--- config.mk ---
export PLATFORM = sky130hd
export DESIGN_NAME = pipe_stage_buf
export DESIGN_NICKNAME = d
export VERILOG_FILES = /design/src/rtl/pipe_stage_buf_pkg.sv /design/src/rtl/pipe_stage_buf_ram.sv /design/src/rtl/pipe_stage_buf.sv
export SDC_FILE = /design/constraint.sdc
export NUM_CORES = 1
export LEC_CHECK = 0
export ABC_AREA = 1
export CORE_AREA = 2 2 166 168
export CTS_CLUSTER_DIAMETER = 40
export DETAILED_ROUTE_END_ITERATION = 16
export DIE_AREA = 0 0 168 170
export PLACE_DENSITY = 0.84
export SLEW_MARGIN = 20
export SYNTH_ARGS = -nofsm -noshare
export SYNTH_HDL_FRONTEND = slang
export SYNTH_SLANG_ARGS = --single-unit
--- constraint.sdc ---
create_clock -name clk -period 17.9 [get_ports clk]
set_clock_uncertainty 0.1 [all_clocks]
set_input_delay 3.58 -clock clk [delete_from_list [all_inputs] [get_ports clk]]
set_output_delay 3.58 -clock clk [all_outputs]
set_load 0.02 [all_outputs]
--- src/rtl/pipe_stage_buf_pkg.sv ---
// Shared definitions for the inter-stage pipeline buffer: default sizing
// and the handshake state encoding used by both the write and read FSMs.
package pipe_stage_buf_pkg;

  localparam int PSB_DATA_W = 128;
  localparam int PSB_DEPTH  = 2;

  typedef enum logic [1:0] {
    HS_IDLE = 2'd0,
    HS_ACK  = 2'd1,
    HS_HOLD = 2'd2
  } hsState_t;

endpackage

--- src/rtl/pipe_stage_buf_ram.sv ---
// Payload storage for the stage buffer: DEPTH words, one synchronous write
// port and one asynchronous read port. Contents are never reset; the
// occupancy count in the parent decides which words are meaningful.
module pipe_stage_buf_ram #(
  parameter int DATA_W = 128,
  parameter int DEPTH  = 2,
  parameter int PTR_W  = $clog2(DEPTH)
) (
  input  logic              clk,
  input  logic              i_we,
  input  logic [PTR_W-1:0]  i_waddr,
  input  logic [DATA_W-1:0] i_wdata,
  input  logic [PTR_W-1:0]  i_raddr,
  output logic [DATA_W-1:0] o_rdata
);

  logic [DATA_W-1:0] r_mem [DEPTH];

  // Capture the upstream payload into the addressed slot on an accepted write.
  always_ff @(posedge clk) begin
    if (i_we) begin
      r_mem[i_waddr] <= i_wdata;
    end
  end

  assign o_rdata = r_mem[i_raddr];

endmodule

--- src/rtl/pipe_stage_buf.sv ---
// Inter-stage pipeline buffer. Upstream writes are answered with a one-cycle
// buf_wack, downstream reads with a one-cycle buf_rack carrying dout. Each
// side runs its own IDLE/ACK/HOLD handshake so a level request held high is
// served exactly once. A taken-jump flush empties the buffer in one edge.
module pipe_stage_buf
  import pipe_stage_buf_pkg::*;
#(
  parameter int DATA_W = PSB_DATA_W,
  parameter int DEPTH  = PSB_DEPTH,
  parameter int PTR_W  = $clog2(DEPTH)
) (
  input  logic              clk,
  input  logic              rst,
  input  logic              buf_we,
  input  logic [DATA_W-1:0] din,
  output logic              buf_wack,
  output logic              buf_avail,
  input  logic              buf_re,
  output logic [DATA_W-1:0] dout,
  output logic              buf_rack,
  input  logic              flush,
  output logic [PTR_W:0]    count
);

  localparam logic [PTR_W:0]   CNT_FULL = (PTR_W + 1)'(DEPTH);
  localparam logic [PTR_W:0]   CNT_ONE  = 1;
  localparam logic [PTR_W-1:0] PTR_ONE  = 1;

  hsState_t          r_wState;
  hsState_t          w_wStateNext;
  hsState_t          r_rState;
  hsState_t          w_rStateNext;
  logic [PTR_W-1:0]  r_wrPtr;
  logic [PTR_W-1:0]  r_rdPtr;
  logic [PTR_W:0]    r_count;
  logic              r_wack;
  logic              r_rack;
  logic [DATA_W-1:0] r_dout;
  logic [DATA_W-1:0] w_ramRdata;
  logic              w_push;
  logic              w_pop;
  logic              w_ramWe;

  // Decide this edge's pop and push; a pop frees the slot a full-buffer push
  // needs, and a write arriving with flush is acknowledged but not stored.
  always_comb begin
    w_pop   = (r_rState == HS_IDLE) && buf_re && (r_count != '0) && !flush;
    w_push  = (r_wState == HS_IDLE) && buf_we &&
              ((r_count < CNT_FULL) || w_pop || flush);
    w_ramWe = w_push && !flush;
  end

  // Write handshake: accept once, pulse the ack, then wait for buf_we to drop.
  always_comb begin
    w_wStateNext = r_wState;
    unique case (r_wState)
      HS_IDLE: if (w_push) w_wStateNext = HS_ACK;
      HS_ACK:  w_wStateNext = buf_we ? HS_HOLD : HS_IDLE;
      HS_HOLD: if (!buf_we) w_wStateNext = HS_IDLE;
      default: w_wStateNext = HS_IDLE;
    endcase
  end

  // Read handshake mirrors the write side; an unserved request stays in IDLE.
  always_comb begin
    w_rStateNext = r_rState;
    unique case (r_rState)
      HS_IDLE: if (w_pop) w_rStateNext = HS_ACK;
      HS_ACK:  w_rStateNext = buf_re ? HS_HOLD : HS_IDLE;
      HS_HOLD: if (!buf_re) w_rStateNext = HS_IDLE;
      default: w_rStateNext = HS_IDLE;
    endcase
  end

  // Handshake state registers for both sides.
  always_ff @(posedge clk or posedge rst) begin
    if (rst) begin
      r_wState <= HS_IDLE;
      r_rState <= HS_IDLE;
    end else begin
      r_wState <= w_wStateNext;
      r_rState <= w_rStateNext;
    end
  end

  // Pointers and occupancy; flush wins over any push or pop on the same edge.
  always_ff @(posedge clk or posedge rst) begin
    if (rst) begin
      r_wrPtr <= '0;
      r_rdPtr <= '0;
      r_count <= '0;
    end else if (flush) begin
      r_wrPtr <= '0;
      r_rdPtr <= '0;
      r_count <= '0;
    end else begin
      if (w_push) r_wrPtr <= r_wrPtr + PTR_ONE;
      if (w_pop)  r_rdPtr <= r_rdPtr + PTR_ONE;
      if (w_push && !w_pop)      r_count <= r_count + CNT_ONE;
      else if (w_pop && !w_push) r_count <= r_count - CNT_ONE;
    end
  end

  // Ack pulses and the read data register, which holds until the next pop.
  always_ff @(posedge clk or posedge rst) begin
    if (rst) begin
      r_wack <= 1'b0;
      r_rack <= 1'b0;
      r_dout <= '0;
    end else begin
      r_wack <= w_push;
      r_rack <= w_pop;
      if (w_pop) r_dout <= w_ramRdata;
    end
  end

  pipe_stage_buf_ram #(
    .DATA_W (DATA_W),
    .DEPTH  (DEPTH),
    .PTR_W  (PTR_W)
  ) u_ram (
    .clk     (clk),
    .i_we    (w_ramWe),
    .i_waddr (r_wrPtr),
    .i_wdata (din),
    .i_raddr (r_rdPtr),
    .o_rdata (w_ramRdata)
  );

  assign buf_wack  = r_wack;
  assign buf_rack  = r_rack;
  assign dout      = r_dout;
  assign count     = r_count;
  assign buf_avail = (r_count != '0) && !flush;

endmodule
After elaboration in Yosys (flattened, before gate mapping)
Memory sizes are Yosys's and may differ from the RTL's. A register that Yosys moved wholly into a read port is not among the register bits.
Cells that the tools add are included.
{"block": "word_totals", "regBits": 10, "ramBits": 256, "elab_cells": 60, "memories": 1}
{"memory": "u_ram.r_mem", "words": 2, "width": 128, "read_ports": 1, "rd_ports_with_merged_regs": 1, "write_ports": 1, "line_no": "pipe_stage_buf_ram.sv:17", "text": "logic [DATA_W-1:0] r_mem [DEPTH];"}
{"block": "op_classes", "addsub": 4, "order_cmp": 1, "eq_ne": 8, "mux": 17, "reduce_logical": 22}
{"operator": "2-bit two-way mux", "n": 9}
{"operator": "2-bit one-hot mux with 3 select lines", "n": 2}
{"operator": "1-bit logical AND", "n": 9}
{"operator": "2-bit != test, second input constant", "n": 4}
{"operator": "1-bit two-way mux", "n": 6}
{"operator": "2-bit nonzero test", "n": 3}
{"operator": "2-bit by 1-bit == test with 1-bit output, second input constant", "n": 2}
{"operator": "2-bit == test, second input constant", "n": 2}
{"operator": "2-bit zero test", "n": 2}
{"operator": "2-bit AND reduction", "n": 2}
{"operator": "1-bit zero test", "n": 3}
{"operator": "3-bit nonzero test", "n": 1}
{"operator": "1-bit adder, second input constant", "n": 2}
{"operator": "2-bit by 1-bit adder with 2-bit output, second input constant", "n": 1}
{"operator": "1-bit logical OR", "n": 2}
{"operator": "2-bit < comparator, second input constant", "n": 1}
{"operator": "2-bit by 1-bit subtractor with 2-bit output, second input constant", "n": 1}

Longest topological paths before layout
{"block": "logic_depth", "ltp_word": 12, "ltp_mapped": 8, "depth_no_buf": 8}

By module
Synthesis repeated with hierarchy kept, for this count alone.
{"block": "unflattened", "hier_cells": 1272, "hier_area_um2": 14749.1}
{"mod": "pipe_stage_buf_ram", "n_inst": 1, "cells_per_inst": 673, "area_per_inst_um2": 9459.1, "seq_area_each_um2": 7687.4}
{"mod": "pipe_stage_buf", "n_inst": 1, "cells_per_inst": 599, "area_per_inst_um2": 5290.1, "seq_area_each_um2": 3453.3}

Worst setup path before layout
OpenSTA, ideal clock, no wires.
{"block": "synth_path", "path_type": "in2reg", "from": "input port buf_we", "to": "memory u_ram.r_mem[1][0] (enable)", "arrival_time_ps": 9359, "required_ps": 17181, "setup_slack_ps": 7822, "stages": 6, "path_cell_list": "inv_1 -> nor2_1 -> o21ai_1 -> inv_1 -> nand2_1 -> nor2_1"}
{"block": "synth_between", "elab_chain_len": 5}
{"item": "from (decl)", "line_no": "pipe_stage_buf.sv:14", "text": "input logic buf_we,"}
{"item": "1-bit logical AND (2 in a row)", "line_no": "pipe_stage_buf.sv:48", "text": "w_push = (r_wState == HS_IDLE) && buf_we &&"}
{"item": "1-bit logical AND", "line_no": "pipe_stage_buf.sv:50", "text": "w_ramWe = w_push && !flush;"}
{"item": "1-bit two-way mux", "line_no": "pipe_stage_buf_ram.sv:21", "text": "if (i_we) begin"}
{"item": "1-bit two-way mux (not written as such)", "line_no": "pipe_stage_buf_ram.sv:22", "text": "r_mem[i_waddr] <= i_wdata;"}
{"item": "to (decl)", "line_no": "pipe_stage_buf_ram.sv:17"}
No other way between the ends.

Worst setup path after layout
{"block": "layout_path", "from": "input port flush", "to": "output port buf_avail"}
{"block": "layout_between", "elab_chain_len": 2}
{"item": "from (decl)", "line_no": "pipe_stage_buf.sv:21", "text": "input logic flush,"}
{"item": "1-bit zero test", "line_no": "pipe_stage_buf.sv:134", "text": "assign buf_avail = (r_count != '0) && !flush;"}
{"item": "1-bit logical AND", "line_no": "pipe_stage_buf.sv:134"}
{"item": "to (decl)", "line_no": "pipe_stage_buf.sv:17", "text": "output logic buf_avail,"}
No other way between the ends.

==> impl_metrics.csv <==
group,metric,value,unit
yosys,synthAdderAreaFrac,0,%
yosys,synth_top_family_by_area,"compound AO/OA/AOI/OAI gates",
yosys,avgSynthCellArea,13.0,um2
power,switchingPower,1020,uW
grt,antenna_found_initial,3,
cts,tritoncts,"built",
power,switching_share,32.3,%
yosys,async_flop_share,35.0,%
detailed_routing,vias,9199,
grt,grt_first_pass_wirelength,47.9,mm
floorplanning,placementRows,60,
yosys,synthFlopType,"edfxtp_1",
power,p_clk_share,30.1,%
run_status,status,"finished clean",
critical_path,path_max_fanout,6,
cts,cts_resized,0,
critical_path,crit-reg2reg-launch,"count[1]",
power,ir_drop,0.000114,V
power,pwr-share-seq,40.1,%
yosys,yosysUniqueCellTypes,21,
critical_path,crit_start,"flush",
critical_path,crit_path_start_kind,"primary input",
yosys,synth_edf_count,256,
cts,clockBufferDepth,3,
critical_path,arrival,5040,ps
cells_and_area,drive_gt1_share,13.0,%
yosys,synth_simple_gate_area_share,7.34,%
critical_path,critical_path_class,"primary input to output pin",
detailed_routing,first_iter_violations,653,
power,powerDensity,164,nW/um2
floorplanning,fp.dieW,168,um
placed_design,dp_hpwl,18.7,mm
critical_path,timing.rr.end,"u_ram.r_mem[0][91]",
critical_path,r2r_slack,14540,ps
grt,grt_max_degree,127,
floorplanning,dieArea,28600,um2
power,p_int,2140,uW
yosys,synth-xor-area-share,0,%
grt,grt_pass1_vias,9325,
power,combinationalPowerShare,29.9,%
run,maxCapViolCount,0,
yosys,synth_fp_nets,1275,
detailed_routing,drtAntennaViolNets,0,
floorplanning,ios,266,
hold_path,min_from,"r_wState[0]",
cts,cts_setup_buffers,0,
placed_design,io_buffers,265,
cells_and_area,multi_input_area,2800,um2
power,leakage,0.00774,uW
sta,hold_violations,0,
sta,worst_pin_slew,1030,ps
critical_path,reg2reg_depth,9,
grt,overflow,0,
detailed_routing,drc,0,
cts,cts_inserted_buffers,45,
sta,period_needed,8720,ps
yosys,yosys.cell_count.top_type,"nand2_1",
cts,insertion_delay,530,ps
yosys,seq_area_frac_synth,75.0,%
detailed_routing,wire_per_inst,17.0,um
cells_and_area,fillerInstances,1696,
cells_and_area,area_growth,29.5,%
yosys,netlist_area,14900,um2
power,power,3160,uW
sta,grt_setup_unrepaired,"no",
yosys,ys_seq_elements,394,
hold_path,holdPathEnd,"r_wState[1]",
yosys,synthCells,1142,
sta,fmax,0.115,GHz
cts,htreeDepth,2,
detailed_routing,drtPass1Iterations,5,
sta,setup_violations,0,
grt,grt_usage,21.3,%
cts,cts_hold_buf,0,
yosys,synthTopCellsByArea,"edfxtp_1 52%, dfrtp_1 23%, nand2_1 6.8%, o21ai_2 5.3%, o21ai_0 4.6%",
detailed_routing,via_per_inst,5.15,
yosys,synth_top_cell_by_area,"edfxtp_1",
yosys,synth_compound_area_share,11.4,%
critical_path,end_kind,"output pin",
floorplanning,core_area,26700,um2
yosys,synth.area.mux_share,0,%
cells_and_area,seq_area,11100,um2
cts,clock-sinks,394,
yosys,yosys_warnings,0,
sta,slew_headroom,31.1,%
floorplanning,die_y,170,um
sta,maxSlewViolCount,0,
cts,clkTransAtPathRegs,60,ps
hold_path,min_path_type,"register to register",
detailed_routing,wl,30.4,mm
hold_path,hold_depth,1,
critical_path,cp_data_required_time,14220,ps
yosys,yosys.area.top_type_share,51.7,%
placed_design,gp_congestion,0.835,
sta,period_share,48.7,%
cells_and_area,nNetsFinal,1540,
cts,clockRootBuffer,"clkbuf_16",
sta,tns,0,ps
yosys,synth_common_cells,"270 x nand2_1, 256 x edfxtp_1, 141 x inv_1",
floorplanning,floorplan.initialDensity,55.8,%
==> power groups by stage <==
stage	Combinational (uW)	Clock (uW)	Sequential, uW
after CTS	955	970	1270
final	945	951	1270
after floorplan	387	0	1440
after detailed placement	947	0	1280
after global routing	1020	1010	1290
after global placement	913	0	1280
==> metrics by stage <==
| stage | area (um2) | setup WS, ps | instances | utilization (%) | hold WS (ps) |
|---|---|---|---|---|---|
| 6_report | 19200 | 9180 | 1787 | 72.2 | 378 |
| 5_1_grt | 19200 | 9170 | 1787 | 72.2 | 402 |
| 4_1_cts | 19200 | 9200 | 1785 | 72.2 | 378 |
| 3_5_place_dp | 17600 | 9200 | 1701 | 66.2 | 362 |
| 3_3_place_gp | 17600 | 9240 | 1701 | 66.2 | 327 |
| 2_1_floorplan | 14900 | 7820 | 1142 | - | 314 |
==> how the worst max path moves through the flow <==
| stage | endpoint | slack [ps] | cells past startpoint |
|---|---|---|---|
| after floorplan | u_ram.r_mem[1][0] | 7820 | 6 |
| after global placement | buf_avail | 9240 | 3 |
| after detailed placement | buf_avail | 9200 | 3 |
| after CTS | buf_avail | 9200 | 3 |
| after global routing | buf_avail | 9170 | 3 |
| final | buf_avail | 9180 | 3 |
==> per-layer routing <==
metal	part of all wire, %	vias up	routed length [um]	GRT usage (%)
met3	6.0	75	1820	4.63
met2	52	303	15700	37.3
met1	38	4450	11700	25.8
met5	0.043	-	13	0
li1	-	4369	-	-
met4	3.7	2	1130	9.11
==> cell families after synthesis <==
logic type | count (synthesis)
AOI/OAI and AO/OA | 266
DFF | 394
buffers and inverters | 198
and+or+nand+nor | 284
==> cell usage in the layout (no fill, tap or decap), types with 4 or more instances in the layout <==
cell / netlist / routed
clkdlybuf4s50_1: 0 / 265
edfxtp_1: 256 / 256
inv_6: 0 / 8
buf_4: 3 / 8
dfrtp_1: 138 / 137
inv_1: 141 / 139
nor2_1: 5 / 4
a21oi_1: 4 / 4
clkinv_2: 0 / 6
nand3_1: 7 / 7
nand2_1: 270 / 270
o21ai_2: 90 / 90
bufinv_16: 0 / 5
clkinvlp_4: 0 / 6
o21ai_0: 137 / 137
clkbuf_16: 0 / 47
clkbuf_8: 0 / 6
o21ai_1: 31 / 31
==> critical path, cell delays in order <==
cell and delay (ps):
clkdlybuf4s50_1 550, a21oi_4 250, clkdlybuf4s50_1 660
==> area by class of cell <==
class                      instances  area share, %
sequential                       394           57.9
multi-input combinational        550           14.5
timing repair buffer             274           14.2
clock buffer                      55           6.58
inverter                         142           2.82
tap                              341           2.22
clock inverter                    29           1.76
antenna                            2         0.0260
==> sequential cells by signal (all words and copies together), names as in the netlist <==
name,count
u_ram.r_mem,256
dout,128
count,2
r_rState,2
r_wState,2
buf_rack,1
buf_wack,1
r_rdPtr,1
r_wrPtr,1
No activity file was read; power rests on OpenSTA's default activity.
